<file path="src/rtl/kij_sequencer.sv">
// Instruction sequencer for a 3x3 kernel convolution run: streams weights, activations and psums per tap.
// Optional 2-bit weight mode (double-length kernel load, bank select from kij[0]) via macro KIJ_SEQ_2B_EN.
module kij_sequencer #(
    parameter int col     = 8,
    parameter int row     = 8,
    parameter int len_nij = 36,
    parameter int nij_sz  = 6,
    parameter int len_kij = 9
) (
    input  logic        clk,
    input  logic        reset,
    input  logic        start,
    input  logic        ofifo_valid,
    output logic [33:0] inst,
    output logic        mode,
    output logic        sel,
    output logic [3:0]  kij,
    output logic        busy,
    output logic        done
);

`ifdef KIJ_SEQ_2B_EN
    localparam int KLEN = 2 * col;
    localparam bit SEL_EN = 1'b1;
`else
    localparam int KLEN = col;
    localparam bit SEL_EN = 1'b0;
`endif

    // CEN/WEN of both memories high, everything else low.
    localparam logic [33:0] IDLE_INST = 34'h1_800C_0000;

    typedef enum logic [3:0] {
        S_IDLE, S_KL0, S_KLOAD, S_GAP, S_AL0, S_EXEC, S_OPRE, S_OWR, S_TAIL
    } state_t;

    state_t      state_reg, state_next;
    logic [15:0] cnt_reg, cnt_next;
    logic [3:0]  kij_reg, kij_next;
    logic [15:0] dur;
    logic        last_cyc;
    logic        done_next, acc_next, sel_next;
    logic [33:0] inst_next, inst_reg;
    logic        sel_reg, busy_reg, done_reg, mode_reg;
    logic [31:0] ap_off;

    // State register; outputs are registered from the next-state view so they line up with the state.
    always_ff @(posedge clk or posedge reset) begin
        if (reset) begin
            state_reg <= S_IDLE;
            cnt_reg   <= '0;
            kij_reg   <= '0;
            inst_reg  <= IDLE_INST;
            sel_reg   <= 1'b0;
            busy_reg  <= 1'b0;
            done_reg  <= 1'b0;
            mode_reg  <= 1'b0;
        end else begin
            state_reg <= state_next;
            cnt_reg   <= cnt_next;
            kij_reg   <= kij_next;
            inst_reg  <= inst_next;
            sel_reg   <= sel_next;
            busy_reg  <= (state_next != S_IDLE);
            done_reg  <= done_next;
            mode_reg  <= 1'b0;
        end
    end

    always_comb begin
        dur = 16'd1;
        case (state_reg)
            S_KL0:   dur = 16'(KLEN);
            S_KLOAD: dur = 16'(row + KLEN);
            S_GAP:   dur = 16'd10;
            S_AL0:   dur = 16'(len_nij);
            S_EXEC:  dur = 16'(len_nij + KLEN);
            S_OWR:   dur = 16'(len_nij);
            S_TAIL:  dur = 16'd3;
            default: dur = 16'd1;
        endcase
        last_cyc = (cnt_reg == dur - 16'd1);
    end

    // Next-state logic. In OPRE, cnt=0 means waiting for the FIFO, cnt=1 is the prefetch read.
    always_comb begin
        state_next = state_reg;
        cnt_next   = cnt_reg + 16'd1;
        kij_next   = kij_reg;
        done_next  = 1'b0;
        case (state_reg)
            S_IDLE: begin
                cnt_next = '0;
                if (start) begin
                    state_next = S_KL0;
                    kij_next   = '0;
                end
            end
            S_KL0:   if (last_cyc) begin state_next = S_KLOAD; cnt_next = '0; end
            S_KLOAD: if (last_cyc) begin state_next = S_GAP;   cnt_next = '0; end
            S_GAP:   if (last_cyc) begin state_next = S_AL0;   cnt_next = '0; end
            S_AL0:   if (last_cyc) begin state_next = S_EXEC;  cnt_next = '0; end
            S_EXEC: begin
                if (last_cyc) begin
                    state_next = S_OPRE;
                    cnt_next   = {15'd0, ofifo_valid};
                end
            end
            S_OPRE: begin
                if (cnt_reg == 16'd0) begin
                    cnt_next = {15'd0, ofifo_valid};
                end else begin
                    state_next = S_OWR;
                    cnt_next   = '0;
                end
            end
            S_OWR:   if (last_cyc) begin state_next = S_TAIL;  cnt_next = '0; end
            S_TAIL: begin
                if (last_cyc) begin
                    cnt_next = '0;
                    if (kij_reg == 4'(len_kij - 1)) begin
                        state_next = S_IDLE;
                        kij_next   = '0;
                        done_next  = 1'b1;
                    end else begin
                        state_next = S_KL0;
                        kij_next   = kij_reg + 4'd1;
                    end
                end
            end
            default: begin
                state_next = S_IDLE;
                cnt_next   = '0;
            end
        endcase
    end

    // Output decode. The psum base walks back by the tap's (row, col) offset in the input tile.
    always_comb begin
        inst_next = IDLE_INST;
        ap_off    = (32'(kij_next) % 32'd3) + (32'(kij_next) / 32'd3) * 32'(nij_sz);
        acc_next  = (kij_next != 4'd0) &&
                    ((state_next == S_OPRE) || (state_next == S_OWR) ||
                     ((state_next == S_TAIL) && (cnt_next == 16'd0)));
        sel_next  = SEL_EN && (state_next != S_IDLE) && kij_next[0];
        case (state_next)
            S_KL0: begin
                inst_next[19]   = 1'b0;
                inst_next[17:7] = 11'(32'd1024 + 32'(kij_next) * 32'(KLEN) + 32'(cnt_next));
                inst_next[2]    = 1'b1;
            end
            S_KLOAD: begin
                inst_next[3] = 1'b1;
                inst_next[0] = (cnt_next < 16'(KLEN));
            end
            S_AL0: begin
                inst_next[19]   = 1'b0;
                inst_next[17:7] = cnt_next[10:0];
                inst_next[2]    = 1'b1;
            end
            S_EXEC: begin
                inst_next[3] = 1'b1;
                inst_next[1] = (cnt_next < 16'(len_nij));
            end
            S_OPRE: inst_next[6] = (cnt_next == 16'd1);
            S_OWR: begin
                inst_next[6]     = 1'b1;
                inst_next[32]    = 1'b0;
                inst_next[31]    = 1'b0;
                inst_next[30:20] = 11'(32'(cnt_next) - ap_off);
            end
            default: ;
        endcase
        inst_next[33] = acc_next;
    end

    assign inst = inst_reg;
    assign mode = mode_reg;
    assign sel  = sel_reg;
    assign kij  = kij_reg;
    assign busy = busy_reg;
    assign done = done_reg;

endmodule

</file>
<file path="config.mk">
export PLATFORM = sky130hd
export DESIGN_NAME = kij_sequencer
export DESIGN_NICKNAME = d
export VERILOG_FILES = /design/src/rtl/kij_sequencer.sv
export SDC_FILE = /design/constraint.sdc
export NUM_CORES = 1
export LEC_CHECK = 0
export CORE_AREA = 3 3 119 75
export CTS_CLUSTER_DIAMETER = 200
export DETAILED_ROUTE_END_ITERATION = 8
export DIE_AREA = 0 0 122 78
export GPL_ROUTABILITY_DRIVEN = 0
export GPL_TIMING_DRIVEN = 0
export PLACE_DENSITY_LB_ADDON = 0.3
export SLEW_MARGIN = 20
export SYNTH_ARGS = -nofsm -noshare
export SYNTH_HDL_FRONTEND = slang
export SYNTH_SLANG_ARGS = --single-unit
</file>
<file path="constraint.sdc">
create_clock -name clk -period 11.9 [get_ports clk]
set_input_delay 2.38 -clock clk [delete_from_list [all_inputs] [get_ports clk]]
set_output_delay 2.38 -clock clk [all_outputs]
set_load 0.005 [all_outputs]
</file>
==> results.json <==
{
  "grt_pass1_vias": 3660,
  "postCtsHoldBufs": 0,
  "clkLatencyLatePin_ps": 300,
  "slowest_stage": "dfrtp_1",
  "final_hold_viol_count": 0,
  "grt_first_pass_wirelength_um": 18300,
  "fin_setup_tns_ps": 0,
  "diodes": 0,
  "final_cell_count_no_fill": 656,
  "nFillCells": 650,
  "slew_headroom_pct": 40.4,
  "io_pins": 46,
  "holdPathEnd": "cnt_reg[15]$_DFF_PP0_",
  "portBuffers": 40,
  "r2r_setup_slack_ps": 2120,
  "layout.nets": 588,
  "rsz0062_at_grt": "false",
  "setup_viol": 0,
  "clk_path_buf_depth": 2,
  "reg2reg_depth": 41,
  "synth_most_common_cell": "nor2_1",
  "avgSynthCellArea_sq_um": 8.78,
  "synthCells": 496,
  "crit_fanout": 10,
  "vias": 3666,
  "fin_crit_sh_pct": 82.2,
  "ys.warnings.count": 0,
  "hp-start": "cnt_reg[15]$_DFF_PP0_",
  "fp-row-count": 25,
  "antenna_found_initial": 0,
  "cts_tree": "yes",
  "clock_skew_ps": 6.14,
  "maxSlewViolCount": 0,
  "clk_pin_slew_ps": 80,
  "criticalPathCategory": "reg -> reg",
  "synth_top_cells_by_area": "dfrtp_1, ha_1, xnor2_1, nor2_1, inv_1",
  "die_h_um": 78,
  "ctsResizeCount": 0,
  "powerDensity_nw_per_um2": 250,
  "crit_path_start_kind": "register",
  "fmax_mhz": 102,
  "root_buffer": "clkbuf_16",
  "start_util_pct": 55.5,
  "syn_to_final_growth_pct": 16.8,
  "power_leakage_uw": 0.00229,
  "drtIter0Drc": 403,
  "largest_register_ffs": 30,
  "r2r_end": "inst[30]$_DFF_PP0_",
  "dpl.cell_count": 648,
  "synth_area_leader_cell": "dfrtp_1",
  "ys_seq_area_share_pct": 32.2,
  "hp-class": "reg -> reg",
  "reg2reg_from": "state_reg[1]$_DFF_PP0_",
  "htreeDepth": 2,
  "syn_area_sq_um": 4350,
  "synth-main-ff-cell": "dfrtp_1",
  "status": "completed",
  "synth-edff-count": 0,
  "dr.pass1.iters": 5,
  "critPathRequiredTime_ps": 12070,
  "synthArstFlopShare_pct": 100,
  "fin_crit_ps": 9780,
  "fin_util_pct": 64.8,
  "cp_common_cell": "ha_1",
  "wire_per_inst_um": 16.6,
  "fp.dieW_um": 122,
  "antenna_violating_nets_post_route": 0,
  "die_area_sq_um": 9520,
  "cpPeakStageDelay_ps": 490,
  "cts_buffers": 5,
  "synthTopCellsByCount": "nor2_1, dfrtp_1, inv_1",
  "remaining_drc_errors": 0,
  "tightestPinTransition_ps": 889,
  "ir_worst_vdd_v": 0.0000947,
  "arrival_ps": 9950,
  "routed_wl_um": 10900,
  "clkSinkCount": 56,
  "ys_seq_elements": 56,
  "core_region_area_sq_um": 7850,
  "viasPerCell": 5.59,
  "dpl.hpwl_um": 8390,
  "setup.worst_path.end_class": "register",
  "overflow": 0,
  "grt.total_usage_pct": 24.2,
  "yosysTopAreaCellShare_pct": 31.0,
  "grt_max_degree": 57,
  "drv_cap": 0,
  "drive_gt1_share_pct": 9.85,
  "post_cts_buffers": 0,
  "ys_types": 76,
  "whs_path_depth": 2
}
-- kinds of logic after synthesis --
| family | count (synthesis) | synth area share [%] |
|---|---|---|
| other cells | 2 | 0.172 |
| xor+xnor | 45 | 9.22 |
| flops | 56 | 32.2 |
| compound gates | 105 | 17.7 |
| buf+inv | 79 | 7.67 |
| fa+ha+maj | 39 | 12.3 |
| simple gates | 168 | 20.1 |
| mux | 2 | 0.575 |
-- power breakdown --
group	total [uW]	switching (uW)	internal, uW
Combinational	825	481	344
Clock	179	73.7	106
Sequential	268	33.0	235
-- worst max-delay path by stage --
stage	start	endpoint	slack, ps
after CTS	state_reg[1]$_DFF_PP0_	inst[30]$_DFF_PP0_	2200
after global placement	start	inst[30]$_DFF_PP0_	2420
after floorplan	start	inst[30]$_DFF_PP0_	3770
after detailed placement	start	inst[30]$_DFF_PP0_	2170
after global routing	state_reg[1]$_DFF_PP0_	inst[30]$_DFF_PP0_	1410
final	state_reg[1]$_DFF_PP0_	inst[30]$_DFF_PP0_	2120
-- worst max-delay path: cells and delay by family (launching register included) --
| family | cells | cell delay [ps] |
|---|---|---|
| XOR/XNOR | 4 | 670 |
| flip-flops | 1 | 490 |
| adder cells (fa/ha/maj) | 8 | 2360 |
| AND/OR/NAND/NOR | 11 | 2670 |
| buffers and inverters | 7 | 1290 |
| AO/OA/AOI/OAI | 11 | 2150 |
-- layout make-up --
| type | instances | area, sq um | share of cell area, % |
|---|---|---|---|
| Clock buffer | 6 | 139 | 2.73 |
| Tap cell | 108 | 135 | 2.66 |
| Multi-Input combinational cell | 365 | 2630 | 51.7 |
| Inverter | 55 | 211 | 4.16 |
| Buffer | 24 | 125 | 2.46 |
| Sequential cell | 56 | 1400 | 27.6 |
| Clock inverter | 2 | 38.8 | 0.763 |
| Timing Repair Buffer | 40 | 400 | 7.87 |
-- routing by layer --
| layer | vias up | wire length [um] | global-route usage (%) |
|---|---|---|---|
| li1 | 1785 | - | - |
| met1 | 1707 | 5120 | 36.0 |
| met2 | 164 | 4540 | 35.7 |
| met3 | 10 | 1100 | 5.46 |
| met4 | 0 | 100 | 5.82 |
| met5 | - | 0 | 0 |
-- cells in the final DEF, fill, tap and decap left out, types with 7 or more instances in the layout --
| cell | count |
|---|---|
| nor2b_1 | 8 |
| nor2_1 | 55 |
| clkbuf_1 | 12 |
| nor3_1 | 15 |
| inv_1 | 51 |
| a21oi_1 | 32 |
| nand3_1 | 14 |
| o21ai_0 | 13 |
| fa_1 | 7 |
| clkdlybuf4s50_1 | 40 |
| xor2_1 | 20 |
| and3_1 | 7 |
| ha_1 | 30 |
| a21o_1 | 8 |
| nand2_1 | 30 |
| xnor2_1 | 24 |
| dfrtp_1 | 54 |
| o22ai_1 | 8 |
-- metrics by stage --
stage	total power [uW]	hold slack, ps	area (sq um)	setup WS [ps]
after CTS	1270	630	5080	2200
after floorplan	865	571	4370	3770
after detailed placement	1080	613	4910	2170
after global routing	1390	656	5080	1410
after global placement	1050	606	4900	2420
final	1270	628	5080	2120
No activity file was read; power rests on OpenSTA's default activity.
